### src/rtl/param_reg_bank.sv
// param_reg_bank
//   Bank of NUM_REGS independent WIDTH-bit function registers used as the
//   general-purpose / address register block. All enabled registers apply
//   the same operation (fun_sel) in parallel on each rising clock edge.
//
// Ports
//   clk       in   rising-edge clock
//   rst_n     in   asynchronous active-low reset (registers <- RESET_VAL, carry <- 0)
//   fun_sel   in   3-bit operation: hold/clear/load/dec/inc/shl/shr/rotl
//   reg_en    in   NUM_REGS bitmask, bit i enables the operation on register i
//   data_in   in   WIDTH load data shared by all enabled registers
//   rd_sel_a  in   read port A select
//   rd_sel_b  in   read port B select
//   out_a     out  register[rd_sel_a], 0 when rd_sel_a >= NUM_REGS
//   out_b     out  register[rd_sel_b], 0 when rd_sel_b >= NUM_REGS
//   zero_a    out  out_a == 0
//   carry     out  registered carry / borrow / shift-out of the lowest enabled register
module param_reg_bank #(
    parameter int                 WIDTH     = 8,
    parameter int                 NUM_REGS  = 4,
    parameter int                 SAT       = 0,
    parameter logic [WIDTH-1:0]   RESET_VAL = '0,
    parameter int                 SELW      = $clog2(NUM_REGS)
) (
    input  logic                  clk,
    input  logic                  rst_n,
    input  logic [2:0]            fun_sel,
    input  logic [NUM_REGS-1:0]   reg_en,
    input  logic [WIDTH-1:0]      data_in,
    input  logic [SELW-1:0]       rd_sel_a,
    input  logic [SELW-1:0]       rd_sel_b,
    output logic [WIDTH-1:0]      out_a,
    output logic [WIDTH-1:0]      out_b,
    output logic                  zero_a,
    output logic                  carry
);

    localparam logic [2:0] F_HOLD = 3'b000;
    localparam logic [2:0] F_CLR  = 3'b001;
    localparam logic [2:0] F_LOAD = 3'b010;
    localparam logic [2:0] F_DEC  = 3'b011;
    localparam logic [2:0] F_INC  = 3'b100;
    localparam logic [2:0] F_SHL  = 3'b101;
    localparam logic [2:0] F_SHR  = 3'b110;
    localparam logic [2:0] F_ROTL = 3'b111;

    localparam int RD_DEPTH = 1 << SELW;

    logic [WIDTH-1:0] regs_q [NUM_REGS];
    logic [WIDTH-1:0] regs_d [NUM_REGS];
    logic             carry_q;
    logic             carry_d;
    logic [WIDTH-1:0] rd_arr [RD_DEPTH];

    // Increment, optionally clamped at all-ones.
    function automatic logic [WIDTH-1:0] sat_inc(input logic [WIDTH-1:0] v);
        if (SAT != 0 && v == '1)
            return v;
        return v + WIDTH'(1);
    endfunction

    // Decrement, optionally clamped at zero.
    function automatic logic [WIDTH-1:0] sat_dec(input logic [WIDTH-1:0] v);
        if (SAT != 0 && v == '0)
            return v;
        return v - WIDTH'(1);
    endfunction

    function automatic logic [WIDTH-1:0] next_val(input logic [WIDTH-1:0] v,
                                                  input logic [2:0]       f,
                                                  input logic [WIDTH-1:0] d);
        logic [WIDTH-1:0] r;
        r = v;
        case (f)
            F_HOLD: r = v;
            F_CLR:  r = '0;
            F_LOAD: r = d;
            F_DEC:  r = sat_dec(v);
            F_INC:  r = sat_inc(v);
            F_SHL:  r = {v[WIDTH-2:0], 1'b0};
            F_SHR:  r = {1'b0, v[WIDTH-1:1]};
            F_ROTL: r = {v[WIDTH-2:0], v[WIDTH-1]};
            default: r = v;
        endcase
        return r;
    endfunction

    // Carry reflects the wrap condition even when saturation clamps the value.
    function automatic logic carry_of(input logic [WIDTH-1:0] v,
                                      input logic [2:0]       f);
        logic c;
        c = 1'b0;
        case (f)
            F_DEC:         c = (v == '0);
            F_INC:         c = (v == '1);
            F_SHL, F_ROTL: c = v[WIDTH-1];
            F_SHR:         c = v[0];
            default:       c = 1'b0;
        endcase
        return c;
    endfunction

    always_comb begin
        for (int i = 0; i < NUM_REGS; i++) begin
            regs_d[i] = regs_q[i];
            if (reg_en[i])
                regs_d[i] = next_val(regs_q[i], fun_sel, data_in);
        end
    end

    // Only the lowest-index enabled register drives the carry flag.
    always_comb begin
        logic found;
        found   = 1'b0;
        carry_d = carry_q;
        for (int i = 0; i < NUM_REGS; i++) begin
            if (reg_en[i] && !found) begin
                found = 1'b1;
                if (fun_sel != F_HOLD)
                    carry_d = carry_of(regs_q[i], fun_sel);
            end
        end
    end

    always_ff @(posedge clk or negedge rst_n) begin
        if (!rst_n) begin
            for (int i = 0; i < NUM_REGS; i++)
                regs_q[i] <= RESET_VAL;
            carry_q <= 1'b0;
        end else begin
            for (int i = 0; i < NUM_REGS; i++)
                regs_q[i] <= regs_d[i];
            carry_q <= carry_d;
        end
    end

    // Pad the read space to a power of two so out-of-range selects read 0.
    for (genvar g = 0; g < RD_DEPTH; g++) begin : g_rd
        if (g < NUM_REGS) begin : g_live
            assign rd_arr[g] = regs_q[g];
        end else begin : g_pad
            assign rd_arr[g] = '0;
        end
    end

    assign out_a  = rd_arr[rd_sel_a];
    assign out_b  = rd_arr[rd_sel_b];
    assign zero_a = (out_a == '0);
    assign carry  = carry_q;

endmodule

### config.mk
export PLATFORM = sky130hd
export DESIGN_NAME = param_reg_bank
export DESIGN_NICKNAME = d
export VERILOG_FILES = /design/src/rtl/param_reg_bank.sv
export SDC_FILE = /design/constraint.sdc
export NUM_CORES = 1
export LEC_CHECK = 0
export CORE_MARGIN = 5
export CORE_UTILIZATION = 35
export DETAILED_ROUTE_END_ITERATION = 16
export SYNTH_ARGS = -nofsm -noshare
export SYNTH_HDL_FRONTEND = slang
export SYNTH_SLANG_ARGS = --single-unit
export TNS_END_PERCENT = 100
### constraint.sdc
create_clock -name clk -period 2.04 [get_ports clk]
set_input_delay 0.408 -clock clk [delete_from_list [all_inputs] [get_ports clk]]
set_output_delay 0.408 -clock clk [all_outputs]
set_load 0.02 [all_outputs]
# == After elaboration in Yosys (flattened, before gate mapping) ==
# Index checks and enable logic that the tools add are counted.
# word_totals
in_bits,21
elab_cells,72
regBits,33
out_inout_bits,18
# op_classes
addsub,8
n_eq_ne,11
magnitude_cmp,2
muxes,25
reduce_logical,18
bitwise_logic,3
# op_table
operator,count
one-hot mux 8 bit (7 select lines),4
zero test 8 bit,5
adder 8 x 1 -> 8 bit (second input constant),4
binary-select mux 8 bit (select 2 bit),2
equality test 8 bit (second input constant),4
2-to-1 mux 8 bit,4
subtractor 8 x 1 -> 8 bit (second input constant),4
one-hot mux 1 bit (4 select lines),4
equality test 3 bit (second input constant),4
2-to-1 mux 1 bit,11
AND reduction 2 bit,4
equality test 3 x 2 -> 1 bit (second input constant),2
greater-or-equal comparator 3 bit (second input constant),2
NOT 2 -> 3 bit,2
equality test 3 x 1 -> 1 bit (second input constant),1
logical AND 1 bit,3
zero test 1 bit,3
zero test 3 bit,1
nonzero test 3 bit,1
OR reduction 2 bit,1
NOT 1 bit,1

# == Depth between registers and ports, before layout ==
# depth
depth_word,11
mapped_depth,10

# == Worst setup path before layout ==
# OpenSTA, ideal clock, no wires.
# synth_path
path_kind,in2reg
start,input fun_sel[2]
end,"register regs_q, in the netlist rd_arr[31]"
setup_time_ps,119
path_stages,10
path_slack_ps,-1207
arrival_ps,3128
n_path_buf,2
t_required_ps,1921
cell_sequence,buf_2 -> nand2_1 -> clkbuf_1 -> ha_1 -> a211oi_1 -> o21ai_0 -> o31ai_1 -> mux2i_1 -> o21ai_0 -> a21bo_2
# synth_via
elab_chain_cells,3
word_cells_on_any_way,11
classes_between,eq/ne (7); mux (1); bitwise (1); reduce/logical (2)
# synth_rtl
element,line_no,source
from (decl),27,"input logic [2:0] fun_sel,"
branches (longest 3 deep; another with one-hot mux 8 bit (7 select lines)),-,
"to (signal, indexed assignment)",132,regs_q[i] <= regs_d[i];
to (decl),49,logic [WIDTH-1:0] regs_q [NUM_REGS];
# Several ways; the timed one is not identified.
# A chain may end at the register's enable or synchronous reset.

# == Final worst setup path ==
# layout_path
start,"register regs_q, in the netlist rd_arr[5]"
end,output zero_a
# layout_via
elab_chain_cells,4
# layout_rtl
element,line_no,source
binary-select mux 8 bit (select 2 bit),146,assign out_a = rd_arr[rd_sel_a];
2-to-1 mux 8 bit (implied by the code) (2 in a row),146,
zero test 8 bit,148,assign zero_a = (out_a == '0);
to (decl),34,"output logic zero_a,"
# Every way passes these cells. The select of a mux whose other input is x is not followed.

==> metrics.cfg <==
[logic_synthesis]
yosysSeqAreaShare_pct=21.4
ys_types=56
synth-edff-count=0
synth_area_per_cell_um2=8.41
synth_ff_type=dfrtp_1
ys_async_sr_fraction_pct=100
synthAdderAreaFrac_pct=10.2
netlist_area_mm2=0.00386
syn-num-nets=509
synth_compound_area_share_pct=30.4
ys_warn_count=0
synth-seq-cells=33
synth_top_family_by_area=compound AO/OA/AOI/OAI gates
synth_xor_area_share_pct=4.31
yosys.area_share.simple_pct=15.6
netlist_instances=459
synthMuxAreaShare_pct=12.1

[outcome]
status=finished with violations
violations=negative setup slack

[grt]
grt_pass1_vias=4533
grt_max_degree=60
antenna_found_initial=0
grt_pass1_wl_mm=25.9
grt_use_total_pct=25.4
grt_use_met3_pct=6.84
met1_usage_pct=33.9
grt.busiest_layer=met2
met2_usage_pct=39.5
grt_remaining_overflow=0

[clock_network]
cts_hold_buffers=0
clockRootBuffer=clkbuf_8
htree_num_levels=2
clockBufferDepth=2
cts_made_buffers=5
path_clk_slew_ns=0.08
tritoncts=done
cts_sinks=33
insertion_delay_ns=0.30

[placement]
hpwlAfterDp_mm=12.4
routabilityCongestion=0.966
placed_cell_area_mm2=0.00547
placed_cells=734
io_buffers=38

[final_layout]
design_area_mm2=0.00610
final_util_pct=56.3
drive_gt1_share_pct=44.8
fin_cells=767
fillerInstances=1010
diodes=0
syn2layout_area_growth_pct=58.0
layout.nets=676

[timing]
setup_tns_ns=-1.06
drv_slew=0
holdWs_ns=0.148
max_freq_mhz=411
layout_min_cycle_time_ns=2.43
fin_crit_sh_pct=119
rsz0062_at_grt=true
finalSetupViolations=14
worst_pin_slew_ns=0.599
clock_skew_ns=0.00411
slew_headroom_pct=60.1
finalHoldViolCount=0
setup_ws_ns=-0.392

[setup_path]
path_class=register to output pin
crit_fanout=2
worst_ep_required_time_ns=1.63
crit_path_start_kind=register
cp.arrival_ns=2.02
cp-end-kind=output pin

[route]
drtAntennaViolNets=0
vias_per_cell=6.14
routed_wl_mm=16.8
drc=0
drt_iter0_drc=448
num_vias=4709
wl_per_cell_um=21.9
drt_pass1_iterations=5

[die]
die_h_um=115
dieArea_mm2=0.0132
die-width_um=115
num_rows=38
coreArea_mm2=0.0108
ioPinCount=39
start_util_pct=35.6

[power_and_ir_drop]
leakage_uw=0.00261
power_density_mw_per_mm2=884
ir_drop_v=0.000367

[hold_path]
hold_class=primary input to asynchronous set/reset pin

[job]
drv_cap=0

worst paths after layout:
path	start	endpoint	slack, ns	cells after the start
max	rd_arr[5]	zero_a	-0.39	4
min	rst_n	rd_arr[24]	0.15	2
min reg2reg	rd_arr[12]	rd_arr[12]	0.68	3
max in group asynchronous	rst_n	rd_arr[28]	1.54	2
max reg2reg	rd_arr[0]	carry	-0.08	7
min in group clk	fun_sel[2]	rd_arr[16]	0.59	3
cell usage after synthesis, drive strengths merged, types with 15 or more instances:
cell / number / area [µm²]
o21ai: 51 / 255
nand2: 50 / 188
a21oi: 33 / 165
dfrtp: 33 / 826
ha: 25 / 313
a22o: 22 / 193
clkbuf: 22 / 82.6
nor2: 21 / 78.8
inv: 19 / 71.3
mux4: 16 / 387
xnor2: 16 / 140
buf: 15 / 80.1
critical path: stages (launching register included):
cell,delay (ns)
dfrtp_1,0.41
mux4_2,0.49
or4_4,0.56
nor2_4,0.14
buf_6,0.13
stage by stage:
step           setup WS (ns)  total power [µW]
2_1_floorplan         -0.238              2860
6_report              -0.392              5400
3_5_place_dp           -1.25              4340
4_1_cts               -0.422              5030
3_3_place_gp           -1.24              4290
5_1_grt               -0.423              5710
where the power goes:
group | total [µW] | internal [µW] | switching [µW]
clock network | 586 | 306 | 280
logic | 3860 | 1950 | 1910
registers | 954 | 807 | 146
metal layers:
| layer | share of wire [%] | vias up |
|---|---|---|
| met1 | 40 | 2255 |
| met3 | 11 | 63 |
| li1 | - | 2109 |
| met4 | 4.9 | 0 |
| met2 | 44 | 282 |
| met5 | 0 | - |
flip-flops by register name (all words and copies together), names as in the netlist:
register,cells
rd_arr,32
carry,1
cell usage in the layout, fill, tap and decap left out, drive strengths merged, types with 7 or more instances in the layout:
cell type	netlist	layout
mux2i	7	7
and2	7	7
clkdlybuf4s50	0	13
ha	25	25
nor2	21	21
o21ai	51	51
nand2	50	50
buf	15	181
a21oi	33	33
nand3	7	7
inv	19	18
a221oi	12	12
clkbuf	22	7
dfrtp	33	33
nand4	7	7
nor3	7	7
xnor2	16	16
mux4	16	16
a22o	22	22
cells by family (layout without fill, tap and decap cells):
| kind of cell | Yosys count | in the layout |
|---|---|---|
| AOI/OAI and AO/OA | 173 | 173 |
| and+or+nand+nor | 125 | 125 |
| buffers and inverters | 56 | 224 |
| DFF | 33 | 33 |
| adders and majority gates | 29 | 29 |
| muxes | 24 | 24 |
| xor gates and xnor gates | 19 | 19 |
final cells by class:
| cell class | count | area [µm²] | area share (%) |
|---|---|---|---|
| multi-input cells | 370 | 3280 | 53.7 |
| repair buffers | 197 | 1650 | 27.0 |
| flip-flops and latches | 33 | 826 | 13.5 |
| well taps | 140 | 175 | 2.87 |
| clock buffers | 7 | 96.3 | 1.58 |
| inverters | 19 | 75.1 | 1.23 |
| clock inverters | 1 | 5.00 | 0.0820 |
what timing repair did:
action	in CTS	in global routing
endpoints found under the setup margin	46	23
gates resized for setup	117	64
pin swaps	19	42
setup buffers	10	16
(Power assumes the default switching activity.)
